$ cat src/rtl/fifo_rd_pkg.sv
// Shared types and helpers for the FIFO read-side packer.
package fifo_rd_pkg;

    typedef enum logic [1:0] {
        RUN     = 2'd0,
        FL_WAIT = 2'd1,
        FL_EMIT = 2'd2
    } state_t;

    localparam int MAX_PACK = 32;

    // Bit i set when lane i holds data, for a fill count of n lanes.
    function automatic logic [MAX_PACK-1:0] keep_mask(input int n);
        logic [MAX_PACK-1:0] m;
        m = '0;
        for (int i = 0; i < MAX_PACK; i++) begin
            if (i < n) m[i] = 1'b1;
        end
        return m;
    endfunction

endpackage

$ cat src/rtl/fifo_rd_packer.sv
// Drains the async FIFO read port and packs PACK entries per output word,
// with credit-based popping and a flush that emits a lane-masked partial word.
module fifo_rd_packer
    import fifo_rd_pkg::*;
#(
    parameter  int READ_WIDTH = 4,
    parameter  int PACK       = 2,
    parameter  int CNT_WIDTH  = 16,
    localparam int OUT_WIDTH  = READ_WIDTH * PACK
) (
    input  logic                  rd_clk,
    input  logic                  rst_n,
    input  logic                  empty,
    input  logic                  valid,
    input  logic [READ_WIDTH-1:0] dout,
    output logic                  rd_en,
    input  logic                  flush,
    output logic [OUT_WIDTH-1:0]  m_data,
    output logic [PACK-1:0]       m_keep,
    output logic                  m_valid,
    input  logic                  m_ready,
    output logic [CNT_WIDTH-1:0]  word_cnt,
    output logic                  busy
);

    localparam int LANE_W = $clog2(PACK + 1);
    localparam int OCC_W  = $clog2(3 * PACK + 2);

    state_t                state, state_nx;
    logic [LANE_W-1:0]     lane;
    logic                  infl;
    logic [OUT_WIDTH-1:0]  acc;

    logic [OCC_W-1:0]      occ;
    logic                  out_free;
    logic                  capture;
    logic                  complete;
    logic                  held;
    logic                  load_part;
    logic [OUT_WIDTH-1:0]  direct_word;
    logic [OUT_WIDTH-1:0]  part_word;
    logic [PACK-1:0]       part_keep;

    // Credit: accumulator lanes + in-flight entry + output word, capped at 2*PACK.
    assign occ      = OCC_W'(lane) + OCC_W'(infl) + (m_valid ? OCC_W'(PACK) : '0);
    assign rd_en    = !empty && (occ < OCC_W'(2 * PACK)) && (state == RUN);
    assign out_free = !m_valid || m_ready;
    // Gating on infl drops a stale valid left over from before a reset.
    assign capture  = valid && infl;
    assign complete = capture && (lane == LANE_W'(PACK - 1));
    assign held     = (lane == LANE_W'(PACK));
    assign load_part = (state == FL_EMIT) && (lane != '0) && !held && out_free;
    assign busy     = (lane != '0) || infl || (state != RUN);

    always_comb begin
        direct_word = acc;
        direct_word[(PACK-1)*READ_WIDTH +: READ_WIDTH] = dout;
        part_keep = PACK'(keep_mask(int'(lane)));
        part_word = '0;
        for (int i = 0; i < PACK; i++) begin
            if (part_keep[i]) part_word[i*READ_WIDTH +: READ_WIDTH] = acc[i*READ_WIDTH +: READ_WIDTH];
        end
    end

    always_comb begin
        state_nx = state;
        case (state)
            RUN:     if (flush) state_nx = FL_WAIT;
            FL_WAIT: if (!infl) state_nx = (lane == '0) ? RUN : FL_EMIT;
            // A held full word may have transferred on the way in; nothing left then.
            FL_EMIT: if ((lane == '0) || out_free) state_nx = RUN;
            default: state_nx = RUN;
        endcase
    end

    always_ff @(posedge rd_clk) begin
        if (!rst_n) begin
            state    <= RUN;
            lane     <= '0;
            infl     <= 1'b0;
            acc      <= '0;
            m_data   <= '0;
            m_keep   <= '0;
            m_valid  <= 1'b0;
            word_cnt <= '0;
        end else begin
            state <= state_nx;

            if (rd_en)      infl <= 1'b1;
            else if (valid) infl <= 1'b0;

            if (m_valid && m_ready) begin
                m_valid  <= 1'b0;
                word_cnt <= word_cnt + 1'b1;
            end

            // Accumulator -> output register transfer
            if (capture) begin
                if (complete && out_free) begin
                    m_data  <= direct_word;
                    m_keep  <= '1;
                    m_valid <= 1'b1;
                    lane    <= '0;
                end else begin
                    acc[int'(lane)*READ_WIDTH +: READ_WIDTH] <= dout;
                    lane <= lane + 1'b1;
                end
            end else if (held && out_free) begin
                m_data  <= acc;
                m_keep  <= '1;
                m_valid <= 1'b1;
                lane    <= '0;
            end else if (load_part) begin
                m_data  <= part_word;
                m_keep  <= part_keep;
                m_valid <= 1'b1;
                lane    <= '0;
            end
        end
    end

endmodule

$ cat config.mk
export PLATFORM = sky130hd
export DESIGN_NAME = fifo_rd_packer
export DESIGN_NICKNAME = d
export VERILOG_FILES = /design/src/rtl/fifo_rd_pkg.sv /design/src/rtl/fifo_rd_packer.sv
export SDC_FILE = /design/constraint.sdc
export NUM_CORES = 1
export LEC_CHECK = 0
export ABC_AREA = 0
export BUFFER_PORTS_ARGS = -buffer_cell sky130_fd_sc_hd__buf_2
export CAP_MARGIN = 20
export CORE_UTILIZATION = 58
export CTS_CLUSTER_SIZE = 8
export DETAILED_ROUTE_END_ITERATION = 7
export GPL_ROUTABILITY_DRIVEN = 0
export HOLD_SLACK_MARGIN = 0.1
export PLACE_DENSITY = 0.84
export SYNTH_ARGS = -nofsm -noshare
export SYNTH_HDL_FRONTEND = slang
export SYNTH_SLANG_ARGS = --single-unit
export TNS_END_PERCENT = 20
$ cat constraint.sdc
create_clock -name rd_clk -period 2.65 [get_ports rd_clk]
set_input_delay 0.795 -clock rd_clk [delete_from_list [all_inputs] [get_ports rd_clk]]
set_output_delay 0.795 -clock rd_clk [all_outputs]
set_load 0.01 [all_outputs]
---- After elaboration in Yosys (flattened, before gate mapping) ----
Index checks and enable logic that the tools add are counted.
Widths: inputs -> output; s select.
storage, ports and cells
  bits in registers ....................... 40
  input bits .............................. 10
  output and inout port bits .............. 29
  word-level logic and storage cells ...... 83
operators by class
  add/sub/neg operators ................... 5
  order comparisons ....................... 3
  eq/ne operators ......................... 8
  shifts and indexed selects .............. 2
  multiplexer cells ....................... 30
  bitwise gates (word level) .............. 1
  reduce and logical (&&, ||, !) cells .... 26
operator list
  cell                    number
  $neg 4->33              1
  $shift 4x33->8 const A  1
  $shiftx 4x33->8         1
  $mux 8                  4
  $mux 2                  13
  $add 16x1->16 const B   1
  $logic_and 1x1->1       10
  $mux 1                  9
  $bwmux 8                1
  $mux 4                  2
  $pmux 2 s3              1
  $reduce_bool 2->1       3
  $eq 2x1->1 const B      2
  $eq 2x2->1 const B      2
  $logic_not 2->1         2
  $logic_or 1x1->1        4
  $lt 1x2->1 const A      2
  $ne 2x1->1 const B      2
  $ne 2x2->1 const B      2
  $reduce_and 2->1        2
  $add 2x1->3             1
  $add 3x2->3             1
  $logic_not 1->1         3
  $lt 3x3->1 const B      1
  other kinds (4)         4

---- Longest topological paths before layout ----
  depth after elaboration ................. 7
  depth in mapped cells ................... 7
  depth with buffers taken out ............ 6

---- Least setup slack after synthesis ----
Ideal clock, no wire load.
  kind .................................... input -> output
  start ................................... input port empty
  end ..................................... output port rd_en
  data arrival time ....................... 1464 ps
  required time ........................... 1855 ps
  slack ................................... 391 ps
  stages on the path ...................... 2
  buffers on the path ..................... 0
  path through ............................ or4_1 > a31oi_1
between the ends
  longest elaborated chain between the ends .. 3
RTL lines
  item                            RTL line              RTL
  start: declaration              fifo_rd_packer.sv:13  input logic empty,
  $logic_not 1->1                 fifo_rd_packer.sv:46  assign rd_en = !empty && (occ < OCC_W'(2 * PACK)) && (state == RUN);
  $logic_and 1x1->1 (2 in a row)  fifo_rd_packer.sv:46
  end: declaration                fifo_rd_packer.sv:16  output logic rd_en,
No other way between the ends.

---- Worst setup path in the final report ----
  start ................................... register m_valid
  end ..................................... output port rd_en
between the ends
  longest elaborated chain between the ends .. 5
RTL lines
  item                            RTL line               RTL
  start: declaration              fifo_rd_packer.sv:20   output logic m_valid,
  start signal: assignment        fifo_rd_packer.sv:84   m_valid <= 1'b0;
  start signal: assignment        fifo_rd_packer.sv:93   m_valid <= 1'b0;
  start signal: assignment        fifo_rd_packer.sv:102  m_valid <= 1'b1;
  $mux 2                          fifo_rd_packer.sv:45   assign occ = OCC_W'(lane) + OCC_W'(infl) + (m_valid ? OCC_W'(PACK) : '0);
  $add 3x2->3                     fifo_rd_packer.sv:45
  $lt 3x3->1                      fifo_rd_packer.sv:46
  $logic_and 1x1->1 (2 in a row)  fifo_rd_packer.sv:46
No other way between the ends.

==> flow_summary.yaml <==
worst_setup_path:
  crit_end: "rd_en"
  path_cells: "ha_1, or4_1, a31oi_2, buf_2"
  crit_fanout: 8
  crit_family: "simple AND/OR/NAND/NOR gates"
  crit_buf_inv: 1
  timing.rr.end: "m_data[7]"
  r2r-start: "lane[0]"
  crit_start: "m_valid"
  worstPathArrival_ps: 1710
  reg2reg_depth: 6
  r2r_slack_ps: 630
  path_depth: 4
  crit_required_ps: 1860
  critPathLaunchType: "flop"
  cpPeakStageDelay_ps: 480
  slowest_stage: "or4_1"
  critPathKind: "flop to output port"
  cp-end-kind: "output port"
route:
  vias_per_cell: 5.41
  ant_nets: 0
  wl_um: 3560
  initialDrtViolationCount: 126
  vias: 1595
  route.detailed.drc: 0
  wl_per_cell_um: 12.1
  dr.pass1.iters: 4
sta:
  setup-tns-final_ps: 0
  worst-slew-pin-transition_ps: 633
  worst_hold_slack_ps: 450
  setup_viol: 0
  skew_ps: 3.01
  timing.final.crit_share_pct: 94.4
  finalHoldViolations: 0
  clock.fmax_mhz: 400
  layout_min_cycle_time_ps: 2500
  final.setup.worst_slack_ps: 150
  rsz0062_at_grt: "no"
  final_max_slew_viol_count: 0
  maxSlewHeadroom_pct: 57.7
synthesis:
  syn_area_um2: 1860
  ys_warn_count: 0
  ys_types: 39
  syn_avg_cell_area_um2: 8.82
  postSynthCellCount: 211
  ys_ff_latch: 40
  yosysSeqAreaShare_pct: 43.0
  synth_nets: 228
hold_path:
  hold_path_class: "flop to flop"
  holdCritStartpoint: "m_data[3]"
floorplan:
  die_x_um: 58.7
  core_um2: 3050
  num_io_pins: 39
  die_y_um: 58.7
  row_count: 20
  initial_core_util_pct: 61.0
  dieArea_um2: 3440
clock_tree:
  clk_latency_ps: 330
  clock-sinks: 40
  h-tree-depth: 2
  cts_buffer_depth: 2
  clkSlewWorstSetupHoldPaths_ps: 110
  ctsResizeCount: 0
  postCtsHoldBufs: 0
  cts_tree: "yes"
  cts_root_buf: "clkbuf_4"
  post_cts_buffers: 0
  cts_inserted_buffers: 5
global_routing:
  antenna_found_initial: 0
  grt_pass1_vias: 1398
  grt_pass1_wl_um: 6050
  grt_max_degree: 21
  gr-total-overflow: 0
  grt_usage_pct: 23.1
power_and_ir_drop:
  powerDensity_nw_per_um2: 467
  p_leak_nw: 0.873
  irDropWorstVdd_mv: 0.395
finish:
  mostFrequentLayoutCells: "dfxtp_1, buf_2, nand2_1, nand3_1, nor2_1"
  final_area_um2: 2130
  multi_input_area_um2: 993
  fillers: 268
  final_cells: 295
  drive_gt1_share_pct: 21.5
  ff_latch_area_um2: 803
  antenna_cells: 0
  fin_nets: 268
  area_growth_pct: 14.6
place:
  place_hpwl_um: 2530
  io_buffers: 38
  place_area_um2: 2080
  pre_cts_ws_ps: 232
  dp_cells: 288
outcome:
  status: "complete, no violations"
job:
  maxCapViolCount: 0
==> metal layers <==
metal | up-vias | track usage [%] | wire (um)
met2 | 41 | 37.6 | 1630
met1 | 733 | 29.8 | 1720
met4 | 0 | 7.82 | 26
met3 | 2 | 6.15 | 181
li1 | 819 | - | -
met5 | - | 0 | 0
==> logic make-up after synthesis <==
family	count (synthesis)	synth area share, %
buffers and inverters	15	3.97
AOI/OAI and AO/OA	34	12.6
muxes	7	3.76
DFF	40	43.0
and+or+nand+nor	97	26.7
xor gates and xnor gates	11	5.17
adders and majority gates	7	4.70
==> power by group <==
group | total [mW] | internal [mW] | switching, mW | leakage, nW
logic | 0.0926 | 0.0362 | 0.0563 | 0.521
registers | 0.623 | 0.612 | 0.0111 | 0.324
clock network | 0.280 | 0.0979 | 0.182 | 0.0281
total | 0.995 | 0.746 | 0.250 | 0.873
==> area by class of cell <==
| type | count | area share, % |
|---|---|---|
| Multi-Input combinational cell | 156 | 46.6 |
| Inverter | 8 | 1.41 |
| Timing Repair Buffer | 40 | 9.62 |
| Sequential cell | 40 | 37.7 |
| Clock inverter | 1 | 0.235 |
| Tap cell | 44 | 2.58 |
| Clock buffer | 6 | 1.94 |
==> synth_stat cells (all sizes together) <==
master	count	area (um^2)
a21o	1	7.51
a21oi	14	70.1
a22oi	1	7.51
a311oi	2	17.5
a31oi	1	6.26
a32oi	1	8.76
and2	1	6.26
and3	1	6.26
buf	6	40.0
clkbuf	1	3.75
dfxtp	40	801
ha	7	87.6
inv	8	30.0
mux2i	7	70.1
nand2	24	90.1
nand2b	8	50.1
nand3	21	105
nand3b	2	15.0
nand4	3	33.8
nor2	20	75.1
nor2b	2	12.5
nor3	6	30.0
nor3b	3	22.5
nor4	4	37.5
o211a	2	20.0
o211ai	1	7.51
o21ai	6	33.8
o311a	1	21.3
o32ai	4	35.0
or3	1	6.26
or4	1	7.51
xnor2	10	87.6
xor2	1	8.76
==> tightest hold or removal path, cell delays in order, from the launching register on <==
cell and delay (ps):
dfxtp_1 320, nand2_1 50, o21ai_1 50
==> sequential cells by signal, indices dropped and copies added, names as in the netlist <==
name      cells
word_cnt     16
acc           8
m_data        8
lane          2
m_keep        2
state         2
infl          1
m_valid       1
==> per-stage QoR <==
stage	util [%]	total power, mW
2_1_floorplan	-	0.698
3_3_place_gp	68.1	0.725
3_5_place_dp	68.1	0.726
4_1_cts	69.6	1.00
5_1_grt	69.9	1.05
6_report	69.9	0.995
==> how the worst min path moves through the flow <==
stage,endpoint,cells past startpoint
4_1_cts,m_data[3],2
3_3_place_gp,m_data[3],2
3_5_place_dp,m_data[3],2
2_1_floorplan,acc[0],2
6_report,m_data[3],2
5_1_grt,m_data[1],2
Power figures use the tool's default switching activity.
